### src/rtl/load_store_unit_if.sv
// Purpose : bundles the core-side request/response handshake and the req/gnt/rvalid data bus.
// Latency : pure wiring, no storage.
// Backpressure: core side via req_valid/req_ready; bus side via mem_req held until mem_gnt.
// Ports   : req_* / rsp_* / stall (core side), mem_* (data bus side).
//           Modport slave is the load/store unit; modport master is whatever drives it.
interface load_store_unit_if #(
    parameter int AWIDTH = 32,
    parameter int DWIDTH = 32
);
    logic              req_valid;
    logic              req_ready;
    logic              req_we;
    logic [2:0]        req_func3;
    logic [AWIDTH-1:0] req_addr;
    logic [DWIDTH-1:0] req_wdata;
    logic              rsp_valid;
    logic [DWIDTH-1:0] rsp_rdata;
    logic              rsp_err;
    logic              stall;
    logic              mem_req;
    logic              mem_we;
    logic [AWIDTH-1:0] mem_addr;
    logic [DWIDTH-1:0] mem_wdata;
    logic [3:0]        mem_be;
    logic              mem_gnt;
    logic              mem_rvalid;
    logic [DWIDTH-1:0] mem_rdata;

    modport slave (
        input  req_valid, req_we, req_func3, req_addr, req_wdata,
        input  mem_gnt, mem_rvalid, mem_rdata,
        output req_ready, rsp_valid, rsp_rdata, rsp_err, stall,
        output mem_req, mem_we, mem_addr, mem_wdata, mem_be
    );

    modport master (
        output req_valid, req_we, req_func3, req_addr, req_wdata,
        output mem_gnt, mem_rvalid, mem_rdata,
        input  req_ready, rsp_valid, rsp_rdata, rsp_err, stall,
        input  mem_req, mem_we, mem_addr, mem_wdata, mem_be
    );
endinterface

### src/rtl/load_store_unit.sv
// Purpose : data-side load/store stage; drives a req/gnt/rvalid bus, aligns and extends load data.
// Latency : accept->rsp_valid 3 cycles minimum (1 cycle for misaligned/illegal accesses).
// Backpressure: req_ready only in IDLE; stall high in REQ/WAIT; mem_req held until mem_gnt.
// Ports   : clk, rst (async active-low), bus (load_store_unit_if.slave).
module load_store_unit #(
    parameter int AWIDTH  = 32,
    parameter int DWIDTH  = 32,
    parameter int TIMEOUT = 16
) (
    input  logic             clk,
    input  logic             rst,
    load_store_unit_if.slave bus
);
    typedef enum logic [1:0] {S_IDLE, S_REQ, S_WAIT, S_RESP} state_t;

    localparam int            CW       = (TIMEOUT > 2) ? $clog2(TIMEOUT) : 1;
    localparam logic [CW-1:0] CNT_LAST = CW'(TIMEOUT - 1);

    state_t            state;
    logic [CW-1:0]     cnt;
    logic              lat_we;
    logic [2:0]        lat_func3;
    logic [1:0]        lat_off;

    logic              req_ready_q;
    logic              rsp_valid_q;
    logic [DWIDTH-1:0] rsp_rdata_q;
    logic              rsp_err_q;
    logic              stall_q;
    logic              mem_req_q;
    logic              mem_we_q;
    logic [AWIDTH-1:0] mem_addr_q;
    logic [DWIDTH-1:0] mem_wdata_q;
    logic [3:0]        mem_be_q;

    logic [1:0]        in_off;
    logic              in_err;
    logic [DWIDTH-1:0] st_wdata;
    logic [3:0]        st_be;
    logic [7:0]        ld_byte;
    logic [15:0]       ld_half;
    logic [DWIDTH-1:0] ld_ext;

    assign in_off = bus.req_addr[1:0];

    // Misalignment and illegal-encoding check on the incoming request.
    always_comb begin
        in_err = 1'b0;
        case (bus.req_func3)
            3'b000:  in_err = 1'b0;
            3'b001:  in_err = in_off[0];
            3'b010:  in_err = (in_off != 2'b00);
            3'b100:  in_err = bus.req_we;
            3'b101:  in_err = bus.req_we | in_off[0];
            default: in_err = 1'b1;
        endcase
    end

    // Lane replication and byte enables; loads use the same enables to mark the lanes read.
    always_comb begin
        st_wdata = bus.req_wdata;
        st_be    = 4'b1111;
        case (bus.req_func3[1:0])
            2'b00: begin
                st_wdata = {4{bus.req_wdata[7:0]}};
                st_be    = 4'b0001 << in_off;
            end
            2'b01: begin
                st_wdata = {2{bus.req_wdata[15:0]}};
                st_be    = 4'b0011 << in_off;
            end
            default: begin
                st_wdata = bus.req_wdata;
                st_be    = 4'b1111;
            end
        endcase
        if (!bus.req_we) st_wdata = '0;
    end

    // Load extraction from the returned word using the latched offset and width.
    always_comb begin
        ld_byte = bus.mem_rdata[7:0];
        case (lat_off)
            2'd0:    ld_byte = bus.mem_rdata[7:0];
            2'd1:    ld_byte = bus.mem_rdata[15:8];
            2'd2:    ld_byte = bus.mem_rdata[23:16];
            default: ld_byte = bus.mem_rdata[31:24];
        endcase
        ld_half = lat_off[1] ? bus.mem_rdata[31:16] : bus.mem_rdata[15:0];
        case (lat_func3)
            3'b000:  ld_ext = {{24{ld_byte[7]}}, ld_byte};
            3'b100:  ld_ext = {24'd0, ld_byte};
            3'b001:  ld_ext = {{16{ld_half[15]}}, ld_half};
            3'b101:  ld_ext = {16'd0, ld_half};
            default: ld_ext = bus.mem_rdata;
        endcase
    end

    always_ff @(posedge clk or negedge rst) begin
        if (!rst) begin
            state       <= S_IDLE;
            cnt         <= '0;
            lat_we      <= 1'b0;
            lat_func3   <= '0;
            lat_off     <= '0;
            req_ready_q <= 1'b1;
            rsp_valid_q <= 1'b0;
            rsp_rdata_q <= '0;
            rsp_err_q   <= 1'b0;
            stall_q     <= 1'b0;
            mem_req_q   <= 1'b0;
            mem_we_q    <= 1'b0;
            mem_addr_q  <= '0;
            mem_wdata_q <= '0;
            mem_be_q    <= '0;
        end else begin
            case (state)
                S_IDLE: begin
                    if (bus.req_valid) begin
                        lat_we      <= bus.req_we;
                        lat_func3   <= bus.req_func3;
                        lat_off     <= in_off;
                        cnt         <= '0;
                        req_ready_q <= 1'b0;
                        if (in_err) begin
                            // Rejected without touching the bus.
                            state       <= S_RESP;
                            rsp_valid_q <= 1'b1;
                            rsp_err_q   <= 1'b1;
                            rsp_rdata_q <= '0;
                        end else begin
                            state       <= S_REQ;
                            mem_req_q   <= 1'b1;
                            stall_q     <= 1'b1;
                            mem_we_q    <= bus.req_we;
                            mem_addr_q  <= {bus.req_addr[AWIDTH-1:2], 2'b00};
                            mem_wdata_q <= st_wdata;
                            mem_be_q    <= st_be;
                        end
                    end
                end
                S_REQ: begin
                    if (bus.mem_gnt) begin
                        state     <= S_WAIT;
                        mem_req_q <= 1'b0;
                        // Saturate so a grant on the last cycle cannot wrap the budget.
                        if (cnt != CNT_LAST) cnt <= cnt + 1'b1;
                    end else if (cnt == CNT_LAST) begin
                        state       <= S_RESP;
                        mem_req_q   <= 1'b0;
                        stall_q     <= 1'b0;
                        rsp_valid_q <= 1'b1;
                        rsp_err_q   <= 1'b1;
                        rsp_rdata_q <= '0;
                    end else begin
                        cnt <= cnt + 1'b1;
                    end
                end
                S_WAIT: begin
                    if (bus.mem_rvalid) begin
                        state       <= S_RESP;
                        stall_q     <= 1'b0;
                        rsp_valid_q <= 1'b1;
                        rsp_err_q   <= 1'b0;
                        rsp_rdata_q <= lat_we ? '0 : ld_ext;
                    end else if (cnt == CNT_LAST) begin
                        state       <= S_RESP;
                        stall_q     <= 1'b0;
                        rsp_valid_q <= 1'b1;
                        rsp_err_q   <= 1'b1;
                        rsp_rdata_q <= '0;
                    end else begin
                        cnt <= cnt + 1'b1;
                    end
                end
                S_RESP: begin
                    state       <= S_IDLE;
                    rsp_valid_q <= 1'b0;
                    req_ready_q <= 1'b1;
                end
                default: state <= S_IDLE;
            endcase
        end
    end

    assign bus.req_ready = req_ready_q;
    assign bus.rsp_valid = rsp_valid_q;
    assign bus.rsp_rdata = rsp_rdata_q;
    assign bus.rsp_err   = rsp_err_q;
    assign bus.stall     = stall_q;
    assign bus.mem_req   = mem_req_q;
    assign bus.mem_we    = mem_we_q;
    assign bus.mem_addr  = mem_addr_q;
    assign bus.mem_wdata = mem_wdata_q;
    assign bus.mem_be    = mem_be_q;
endmodule

### src/flat_wrapper.sv
// flat-port wrapper written by rule: the top's interface ports become plain ports
module load_store_unit_flat 
#(
    parameter int AWIDTH  = 32,
    parameter int DWIDTH  = 32,
    parameter int TIMEOUT = 16
)
  (clk, rst, bus_req_valid, bus_req_we, bus_req_func3, bus_req_addr, bus_req_wdata, bus_mem_gnt, bus_mem_rvalid, bus_mem_rdata, bus_req_ready, bus_rsp_valid, bus_rsp_rdata, bus_rsp_err, bus_stall, bus_mem_req, bus_mem_we, bus_mem_addr, bus_mem_wdata, bus_mem_be);
  load_store_unit_if #(.AWIDTH(AWIDTH), .DWIDTH(DWIDTH)) bus_i ();
  input  logic clk;
  input  logic rst;
  input wire logic [$bits(bus_i.req_valid)-1:0] bus_req_valid;
  input wire logic [$bits(bus_i.req_we)-1:0] bus_req_we;
  input wire logic [$bits(bus_i.req_func3)-1:0] bus_req_func3;
  input wire logic [$bits(bus_i.req_addr)-1:0] bus_req_addr;
  input wire logic [$bits(bus_i.req_wdata)-1:0] bus_req_wdata;
  input wire logic [$bits(bus_i.mem_gnt)-1:0] bus_mem_gnt;
  input wire logic [$bits(bus_i.mem_rvalid)-1:0] bus_mem_rvalid;
  input wire logic [$bits(bus_i.mem_rdata)-1:0] bus_mem_rdata;
  output wire logic [$bits(bus_i.req_ready)-1:0] bus_req_ready;
  output wire logic [$bits(bus_i.rsp_valid)-1:0] bus_rsp_valid;
  output wire logic [$bits(bus_i.rsp_rdata)-1:0] bus_rsp_rdata;
  output wire logic [$bits(bus_i.rsp_err)-1:0] bus_rsp_err;
  output wire logic [$bits(bus_i.stall)-1:0] bus_stall;
  output wire logic [$bits(bus_i.mem_req)-1:0] bus_mem_req;
  output wire logic [$bits(bus_i.mem_we)-1:0] bus_mem_we;
  output wire logic [$bits(bus_i.mem_addr)-1:0] bus_mem_addr;
  output wire logic [$bits(bus_i.mem_wdata)-1:0] bus_mem_wdata;
  output wire logic [$bits(bus_i.mem_be)-1:0] bus_mem_be;
  assign bus_i.req_valid = bus_req_valid;
  assign bus_i.req_we = bus_req_we;
  assign bus_i.req_func3 = bus_req_func3;
  assign bus_i.req_addr = bus_req_addr;
  assign bus_i.req_wdata = bus_req_wdata;
  assign bus_i.mem_gnt = bus_mem_gnt;
  assign bus_i.mem_rvalid = bus_mem_rvalid;
  assign bus_i.mem_rdata = bus_mem_rdata;
  assign bus_req_ready = bus_i.req_ready;
  assign bus_rsp_valid = bus_i.rsp_valid;
  assign bus_rsp_rdata = bus_i.rsp_rdata;
  assign bus_rsp_err = bus_i.rsp_err;
  assign bus_stall = bus_i.stall;
  assign bus_mem_req = bus_i.mem_req;
  assign bus_mem_we = bus_i.mem_we;
  assign bus_mem_addr = bus_i.mem_addr;
  assign bus_mem_wdata = bus_i.mem_wdata;
  assign bus_mem_be = bus_i.mem_be;
  load_store_unit #(.AWIDTH(AWIDTH), .DWIDTH(DWIDTH), .TIMEOUT(TIMEOUT)) u_core (.clk(clk), .rst(rst), .bus(bus_i));
endmodule
### config.mk
export PLATFORM = sky130hd
export DESIGN_NAME = load_store_unit_flat
export DESIGN_NICKNAME = d
export VERILOG_FILES = /design/src/rtl/load_store_unit_if.sv /design/src/rtl/load_store_unit.sv /design/src/flat_wrapper.sv
export SDC_FILE = /design/constraint.sdc
export NUM_CORES = 1
export LEC_CHECK = 0
export BUFFER_PORTS_ARGS = -buffer_cell sky130_fd_sc_hd__buf_4
export CAP_MARGIN = 10
export CORE_UTILIZATION = 50
export CTS_CLUSTER_DIAMETER = 100
export CTS_CLUSTER_SIZE = 28
export DETAILED_ROUTE_END_ITERATION = 10
export PLACE_DENSITY = 0.91
export RECOVER_POWER = 100
export REMOVE_ABC_BUFFERS = 1
export SLEW_MARGIN = 0
export SYNTH_ARGS = -nofsm -noshare
export SYNTH_HDL_FRONTEND = slang
export SYNTH_SLANG_ARGS = --single-unit
export TNS_END_PERCENT = 30
### constraint.sdc
create_clock -name clk -period 3.2 [get_ports clk]
set_input_delay 0.32 -clock clk [delete_from_list [all_inputs] [get_ports clk]]
set_output_delay 0.32 -clock clk [all_outputs]
set_load 0.03 [all_outputs]
==> summary.txt, run 1 <==
STA
  – Finish-stage setup viols: 0
  – Fmax: between 300 and 400 MHz
  – Rel. slew slack: -18.8%
  – Final hold slack: 0.0273 ns
  – Clock Skew: 0.00915 ns
  – Period utilisation layout: 85.3%
  – Min Tclk post-route: 2.73 ns
  – Slew Limit Fails: slightly above 70
  – RSZ-0062 raised after global routing: false
  – Final Hold Fails: 0
  – Actual slew at the worst max-slew pin: 1.78 ns

Worst setup path
  – WS Path Type: reg -> reg
  – Critical Path RT: 3.60 ns
  – Worst Path Arrival: 3.13 ns
  – CP max FO: 49
  – CP Launch Type: flip-flop
  – Critical Path End Type: flip-flop

Finish
  – Commonest non-fill, non-tap cell in the layout: dfrtp_1
  – Final layout net count: 815
  – ANT cells: 0
  – Finished Layout Cells: approximately 860
  – Share of cells above drive strength 1: around 22%
  – Final Instance Area: between 0.007 and 0.008 mm²
  – Most frequent cells in the layout: dfrtp_1 (115), buf_4 (108), clkbuf_1 (104), nand2_1 (45), o21ai_0 (39)
  – Multi-input logic area: 0.00244 mm²
  – Layout area overhead: 33.8%
  – FF+latch area: just under 0.003 mm²
  – Fillers: 869

Pwr
  – Internal power: approximately 4.4 mW
  – Seq pwr share: 32.1%
  – Sw Share: 44.2%
  – Combinational power share: 43.2%
  – Clock share of power: 24.7%
  – P_sw: between 3 and 4 mW
  – Worst vdd ir: 605 µV
  – Leakage power: 3.41 nW
  – Power density over the cells: around 1000 mW/mm²

Clocking
  – Clk Latency, worst-skew pair: about 0.52 ns
  – CTS clk-pin slew, worst paths: 0.06 ns
  – CTS Buffer Depth: 2
  – CTS Hold Buffers Added: 14
  – Post_cts resized: 0
  – CTS tree: built
  – Post-CTS setup buffer count: 0
  – Clock Sink Count: 116
  – Number of buffers created by CTS: 17
  – H-tree depth: 4
  – CTS root buffer: clkbuf_8

Floorplan
  – Core area: 0.0109 mm²
  – Die W: 108 µm
  – # rows: 38
  – Initial core utilization: 51.7%
  – # IOs: about 210
  – DIE AREA: around 0.012 mm²
  – Die H: 108 µm

Drt
  – DR WL/cell: roughly 19 µm
  – # DRC: 0
  – Via density: 5.76
  – Final ANT Viol Nets: 0
  – Pre-Repair DR Iteration Count: 5
  – Total number of vias: 4,944
  – Final wirelength: approximately 16,000 µm
  – Starting DRT DRC Count: 377

Yosys
  – Synthesis-stage register bit count: about 120
  – Unique masters post-synth: 51
  – Fraction of registers with async set/reset: 100%
  – Synth Flop Type: dfrtp_1
  – Synthesized area per cell: 11.5 µm²
  – Register area share after synthesis: 51.6%
  – YS warnings: 0
  – Mapped Area: between 0.005 and 0.006 mm²
  – Mapped Cells: 489
  – Post-synth EDFFs: 0

Placement
  – Placed cell areas: 0.00724 mm²
  – Cells after DPL: a little over 800
  – RePlAce Congestion: approximately 0.84
  – IO buf count: 208
  – HPWL after DPL: 11,200 µm

Worst hold path
  – Hold Path Class: in -> reg

Global route
  – Number of global-route vias before repair: roughly 5,000
  – First-pass GRT wire length: 25,500 µm
  – GR Overflow Total: 0
  – All-Layer GR Usage: 28.7%
  – Pin count of the biggest net entering global routing: 72
  – Antenna violations before repair: 0

Outcome
  – Outcome: finished with violations
  – Failing checks: max-capacitance violations, max-slew violations

Run
  – Max cap viols: 1
==> synth_stat cells, types with 2 or more instances <==
cell,number,area share [%]
nor3_1,3,0.27
clkbuf_1,13,0.87
nor2_1,23,1.5
a22o_1,15,2.3
o21ai_0,20,1.8
mux2_1,27,5.4
ha_1,5,1.1
o21ai_2,20,3.1
and3_1,2,0.22
nand2b_1,3,0.33
a32o_1,2,0.36
dfrtp_1,115,51
inv_1,9,0.60
a221oi_1,7,1.1
nor4_1,2,0.22
buf_2,9,0.80
buf_6,6,1.2
o2bb2ai_1,33,5.1
mux2i_1,35,6.2
buf_4,4,0.53
nand3_1,5,0.44
o221ai_1,8,1.2
nor2b_1,23,2.6
mux2_2,8,1.6
nand2_1,45,3.0
a21oi_1,19,1.7
o31a_1,4,0.62
==> through the flow <==
step	setup WS [ns]	TNS (ns)	utilization (%)	total power [mW]
finish	0.469	0	69.1	7.81
CTS	0.509	0	73.4	8.34
detailed placement	0.533	0	66.5	6.34
global placement	0.613	0	66.5	6.19
floorplan	-0.644	-34.70	-	4.83
global route	0.281	0	69.1	8.22
==> final cells by class <==
| type | count | share of cell area, % |
|---|---|---|
| clock buffers | 20 | 6.05 |
| clock inverters | 12 | 2.03 |
| inverters | 9 | 0.449 |
| multi-input cells | 333 | 32.4 |
| flip-flops and latches | 116 | 38.6 |
| well taps | 140 | 2.33 |
| repair buffers | 228 | 18.2 |
==> cells by family after synthesis <==
kind of cell               Yosys count  share of synthesized area, %
AOI/OAI and AO/OA                  142                          20.0
DFF                                116                          51.6
and+or+nand+nor                    114                          9.94
muxes                               70                          13.2
buffers and inverters               41                          4.00
adders and majority gates            5                          1.11
other                                1                        0.0667
==> routing by layer <==
| layer | share of wire, % | up-vias | track usage, % | wire [µm] |
|---|---|---|---|---|
| li1 | - | 2233 | - | - |
| met1 | 40 | 2425 | 35.0 | 6540 |
| met2 | 50 | 256 | 47.9 | 8130 |
| met3 | 8.3 | 30 | 9.10 | 1350 |
| met4 | 1.5 | 0 | 10.3 | 249 |
| met5 | 0 | - | 0 | 0 |
==> critical path, stage by stage, from the launching register on <==
cell and delay, ns:
dfrtp_1 0.42, inv_1 0.11, ha_1 0.45, nand2_1 0.30, o21bai_4 0.55, buf_4 0.39, mux2_1 0.36
==> sequential cells by signal, summed over array words and instances, names as in the netlist <==
register              count
u_core.bus.mem_addr      30
u_core.bus.rsp_err        1
u_core.lat_func3          3
u_core.bus.rsp_valid      1
u_core.bus.mem_wdata     32
u_core.bus.mem_be         4
u_core.lat_off            2
u_core.lat_we             1
u_core.bus.stall          1
u_core.bus.mem_req        1
u_core.bus.rsp_rdata     32
u_core.cnt                4
u_core.bus.req_ready      1
u_core.state              2
u_core.bus.mem_we         1
==> power groups by stage <==
stage               clock, mW  sequential [mW]  combinational [mW]
finish                   1.93             2.51                3.37
global route             2.04             2.57                3.61
CTS                      1.97             2.51                3.87
detailed placement          0             2.51                3.83
global placement            0             2.48                3.72
floorplan                   0             3.50                1.33
==> path summary, 6_finish.rpt <==
path | from | endpoint | slack (ns) | depth (start not counted)
min in group asynchronous | rst | u_core.cnt[1]$_DFFE_PN0P_ | 0.80 | 2
setup reg to reg | u_core.state[1]$_DFFE_PN0N_ | u_core.bus.mem_addr[3]$_DFFE_PN0P_ | 0.47 | 6
hold / removal | bus_req_addr[2] | u_core.bus.mem_addr[2]$_DFFE_PN0P_ | 0.03 | 2
hold reg to reg | u_core.bus.mem_be[3]$_DFFE_PN0P_ | u_core.bus.mem_be[3]$_DFFE_PN0P_ | 0.48 | 2
setup / recovery | u_core.state[1]$_DFFE_PN0N_ | u_core.bus.mem_addr[3]$_DFFE_PN0P_ | 0.47 | 6
max in group asynchronous | rst | u_core.lat_off[1]$_DFFE_PN0P_ | 1.32 | 2
Power figures use the tool's default switching activity.
==> run 2, diff against run 1 <==
--- a/config.mk
+++ b/config.mk
@@ -5,9 +5,11 @@
 export SDC_FILE = /design/constraint.sdc
 export NUM_CORES = 1
 export LEC_CHECK = 0
+export ABC_AREA = 1
 export BUFFER_PORTS_ARGS = -buffer_cell sky130_fd_sc_hd__buf_4
 export CAP_MARGIN = 10
 export CORE_UTILIZATION = 50
+export CTS_BUF_LIST = sky130_fd_sc_hd__clkbuf_4 sky130_fd_sc_hd__clkbuf_8
 export CTS_CLUSTER_DIAMETER = 100
 export CTS_CLUSTER_SIZE = 28
 export DETAILED_ROUTE_END_ITERATION = 10
==> run 2 against run 1 <==
The run now ends clean. Critical path depth increased by 1. Fmax increased by 6.6%. Cell count increased by 25%. Count of clock-buffer cells in the layout unchanged. Combinational power decreased by 2%. Core utilization decreased by 2.9 points. First-iteration DRC count decreased by 7.7%.
==> summary.txt, run 2 <==
Outcome
  – Outcome: finished, final reports clean (was finished with violations)

STA
  – Period utilisation layout: 80.0% (was 85.3%)
  – Clock Skew: 0.0150 ns (was 0.00915 ns)
  – Slew Limit Fails: 0 (was 71)
  – Fmax: 391 MHz (was 366 MHz)
  – Finish-stage setup viols: 0 (unchanged)
  – Setup tns final: 0 ns (unchanged)
  – RSZ-0062 raised after global routing: false (unchanged)
  – Final Hold Fails: 0 (unchanged)
  – Actual slew at the worst max-slew pin: 1.18 ns (was 1.78 ns)
  – Rel. slew slack: 21.1% (was -18.8%)
  – Min Tclk post-route: 2.56 ns (was 2.73 ns)

Yosys
  – Post-synth EDFFs: 0 (unchanged)
  – Mapped Area: 0.00567 mm² (was 0.00563 mm²)
  – Fraction of registers with async set/reset: 100% (unchanged)
  – Post-Synth Adder-Cell Area: 1.10% (was 1.11%)
  – Synthesis-stage register bit count: 116 (unchanged)
  – Synth Area in Compound Gates: 13.5% (was 20.0%)
  – Post-synth top area share: 50.7% (was 51.2%)
  – Top post-synthesis cells by count: nand2_1 (273), dfrtp_1 (115), o21ai_0 (68) (was dfrtp_1 (115), nand2_1 (45), mux2i_1 (35))
  – Largest family of logic cells by synthesized area: simple AND/OR/NAND/NOR gates (was compound AO/OA/AOI/OAI gates)
  – Top post-synthesis cells by area: dfrtp_1 (51%), nand2_1 (18%), o21ai_0 (6.0%) (was dfrtp_1 (51%), mux2i_1 (6.2%), mux2_1 (5.4%))
  – Leading area contributor after synthesis: dfrtp_1 (unchanged)
  – Mapped Cells: 717 (was 489)
  – YS warnings: 0 (unchanged)
  – Synth Area in Simple Gates: 26.9% (was 9.94%)
  – Unique masters post-synth: 39 (was 51)
  – XOR/XNOR share of the synthesized area: 0.154% (was 0%)
  – Post-synthesis mux area share: 0% (was 13.2%)
  – Synth Flop Type: dfrtp_1 (unchanged)
  – Count leader, synth: nand2_1 (was dfrtp_1)
  – Synthesized area per cell: 7.91 µm² (was 11.5 µm²)
  – Register area share after synthesis: 51.2% (was 51.6%)

Pwr
  – Sw Share: 48.1% (was 44.2%)
  – Internal power: 3.71 mW (was 4.36 mW)
  – Combinational power share: 46.1% (was 43.2%)
  – P_sw: 3.43 mW (was 3.45 mW)
  – Worst vdd ir: 478 µV (was 605 µV)
  – Clock share of power: 20.0% (was 24.7%)
  – Power density over the cells: 986 mW/mm² (was 1040 mW/mm²)
  – Seq pwr share: 33.9% (was 32.1%)
  – Leakage power: 3.73 nW (was 3.41 nW)

Clocking
  – Number of buffers created by CTS: 17 (unchanged)
  – CTS root buffer: clkbuf_8 (unchanged)
  – Clk Latency, worst-skew pair: 0.42 ns (was 0.52 ns)
  – CTS Buffer Depth: 2 (unchanged)
  – CTS tree: built (unchanged)
  – Clock Sink Count: 116 (unchanged)
  – Post-CTS setup buffer count: 0 (unchanged)
  – H-tree depth: 4 (unchanged)
  – CTS clk-pin slew, worst paths: 0.07 ns (was 0.06 ns)
  – Post_cts resized: 0 (unchanged)

Floorplan
  – Initial core utilization: 51.9% (was 51.7%)
  – Die H: 109 µm (was 108 µm)
  – DIE AREA: 0.0118 mm² (was 0.0117 mm²)
  – Core area: 0.0109 mm² (about the same)
  – # IOs: 211 (unchanged)
  – Die W: 109 µm (was 108 µm)
  – # rows: 38 (unchanged)

Finish
  – Most frequent cells in the layout: nand2_1 (276), dfrtp_1 (115), buf_4 (108), clkbuf_1 (104), o21ai_0 (85) (was dfrtp_1 (115), buf_4 (108), clkbuf_1 (104), nand2_1 (45), o21ai_0 (39))
  – Commonest non-fill, non-tap cell in the layout: nand2_1 (was dfrtp_1)
  – Layout area overhead: 27.7% (was 33.8%)
  – ANT cells: 0 (unchanged)
  – Multi-input logic area: 0.00235 mm² (was 0.00244 mm²)
  – FF+latch area: 0.00290 mm² (unchanged)
  – Finished Layout Cells: 1,069 (was 858)
  – Share of cells above drive strength 1: 17.4% (was 22.4%)
  – Final layout net count: 1,026 (was 815)
  – Fillers: 1,003 (was 869)

Global route
  – GR peak layer: met2 (unchanged)
  – Number of global-route vias before repair: 5,312 (was 5,012)
  – First-pass GRT wire length: 25,200 µm (was 25,500 µm)
  – Pin count of the biggest net entering global routing: 76 (was 72)
  – GR Overflow Total: 0 (unchanged)
  – M3 GR Usage: 9.40% (was 9.10%)
  – GR met1 Demand/Resource: 34.6% (was 35.0%)
  – Grt met2 use: 46.2% (was 47.9%)
  – All-Layer GR Usage: 27.7% (was 28.7%)
  – Antenna violations before repair: 0 (unchanged)

Worst hold path
  – Hold path depth: 3 (was 2)
  – Hold Path Class: in -> reg (unchanged)

Worst setup path
  – Slowest CP cell: nand2_1 (was o21bai_4)
  – Critical Path End Type: flip-flop (unchanged)
  – R2R depth: 7 (was 6)
  – Critical path's top delay family: simple AND/OR/NAND/NOR gates (was compound AO/OA/AOI/OAI gates)
  – Worst Path Arrival: 2.88 ns (was 3.13 ns)
  – Worst-path cell chain: inv_1 > ha_1 > nand2_1 > nor2_8 > buf_4 > nand2_1 > o21ai_0 (was inv_1 > ha_1 > nand2_1 > o21bai_4 > buf_4 > mux2_1)
  – CP max FO: 45 (was 49)
  – Critical Path RT: 3.52 ns (was 3.60 ns)
  – WS Path Type: reg -> reg (unchanged)
  – CP Depth: 7 (was 6)
  – Cell mode on critical path: nand2_1
  – Crit-path max cell delay: 0.48 ns (was 0.55 ns)
  – CP Launch Type: flip-flop (unchanged)
  – CP Buf/Inv Count: 2 (unchanged)

Drt
  – DR WL/cell: 14.6 µm (was 19.0 µm)
  – # DRC: 0 (unchanged)
  – Total number of vias: 5,575 (was 4,944)
  – Final wirelength: 15,600 µm (was 16,300 µm)
  – Via density: 5.22 (was 5.76)
  – Pre-Repair DR Iteration Count: 5 (unchanged)
  – Starting DRT DRC Count: 348 (was 377)
  – Final ANT Viol Nets: 0 (unchanged)

Placement
  – IO buf count: 208 (unchanged)
  – HPWL after DPL: 11,100 µm (was 11,200 µm)
  – Cells after DPL: 1,036 (was 812)
  – RePlAce Congestion: 0.922 (was 0.845)

Run
  – Max cap viols: 0 (was 1)
==> run 2: cell count changes after synthesis, sizes merged, moves of 14 or more <==
cell and change:
nand2 +233, o21ai +46, inv +37, mux2 -35, mux2i -35, o2bb2ai -33, nand3 +26, nor2b -23
nor2 +20, a22o -14
==> run 2: kinds of logic after synthesis <==
group           count (synthesis)
compound gates                142
xor+xnor                        1
fa+ha+maj                       5
buf+inv                        83
flops                         116
other cells                     1
simple gates                  369
==> run 2: stage by stage <==
step	hold WS, ns	area (µm²)	total power [mW]	utilization [%]	worst slack, ns
finish	0.100	7240	7.14	66.2	0.639
global route	0.0630	7240	7.65	66.2	0.409
CTS	0.0740	7670	7.63	70.1	0.821
detailed placement	0.369	7240	6.18	66.2	0.838
global placement	0.365	7240	6.09	66.2	0.965
floorplan	0.0244	5450	4.73	-	1.12
==> run 2: what timing repair did <==
item                                    4_1_cts  5_1_grt
endpoints found under the setup margin        0        0
hold buffers                                  1        0
hold endpoints to repair                     43        0
==> run 2: power by group through the flow <==
| stage | Combinational (mW) | Sequential, mW | Clock, mW |
|---|---|---|---|
| after floorplan | 1.35 | 3.38 | 0 |
| after global placement | 3.66 | 2.43 | 0 |
| after detailed placement | 3.75 | 2.44 | 0 |
| after CTS | 3.75 | 2.43 | 1.45 |
| after global routing | 3.64 | 2.49 | 1.52 |
| final | 3.29 | 2.42 | 1.43 |
==> run 2: layer usage <==
metal	vias up	part of all wire, %
li1	2699	-
met1	2604	42
met2	254	47
met3	18	9.9
met4	0	1.2
met5	-	0
==> run 2: layout make-up <==
type                       instances  area share [%]
clock buffer                      20            3.63
tap                              140            2.42
multi-input combinational        519            32.4
timing repair buffer             215            16.9
inverter                          47            2.45
clock inverter                    12            2.14
sequential                       116            40.1
==> run 2: path summary, 6_finish.rpt <==
| check | endpoint | from | slack [ns] |
|---|---|---|---|
| max in group asynchronous | u_core.bus.rsp_rdata[23]$_DFFE_PN0P_ | rst | 0.86 |
| min in group asynchronous | u_core.bus.rsp_rdata[15]$_DFFE_PN0P_ | rst | 0.66 |
| setup / recovery | u_core.bus.mem_wdata[1]$_DFFE_PN0P_ | u_core.state[0]$_DFFE_PN0N_ | 0.64 |
| setup reg to reg | u_core.bus.mem_wdata[1]$_DFFE_PN0P_ | u_core.state[0]$_DFFE_PN0N_ | 0.64 |
| hold reg to reg | u_core.bus.mem_addr[18]$_DFFE_PN0P_ | u_core.bus.mem_addr[18]$_DFFE_PN0P_ | 0.47 |
| hold / removal | u_core.bus.mem_addr[4]$_DFFE_PN0P_ | bus_req_addr[4] | 0.10 |
==> run 2: worst register-to-register path: cells and delay by family, from the launching register on <==
family | cells | cell delay [ns]
AOI/OAI and AO/OA | 1 | 0.33
adders and majority gates | 1 | 0.30
buffers and inverters | 2 | 0.55
DFF | 1 | 0.41
and+or+nand+nor | 3 | 0.88
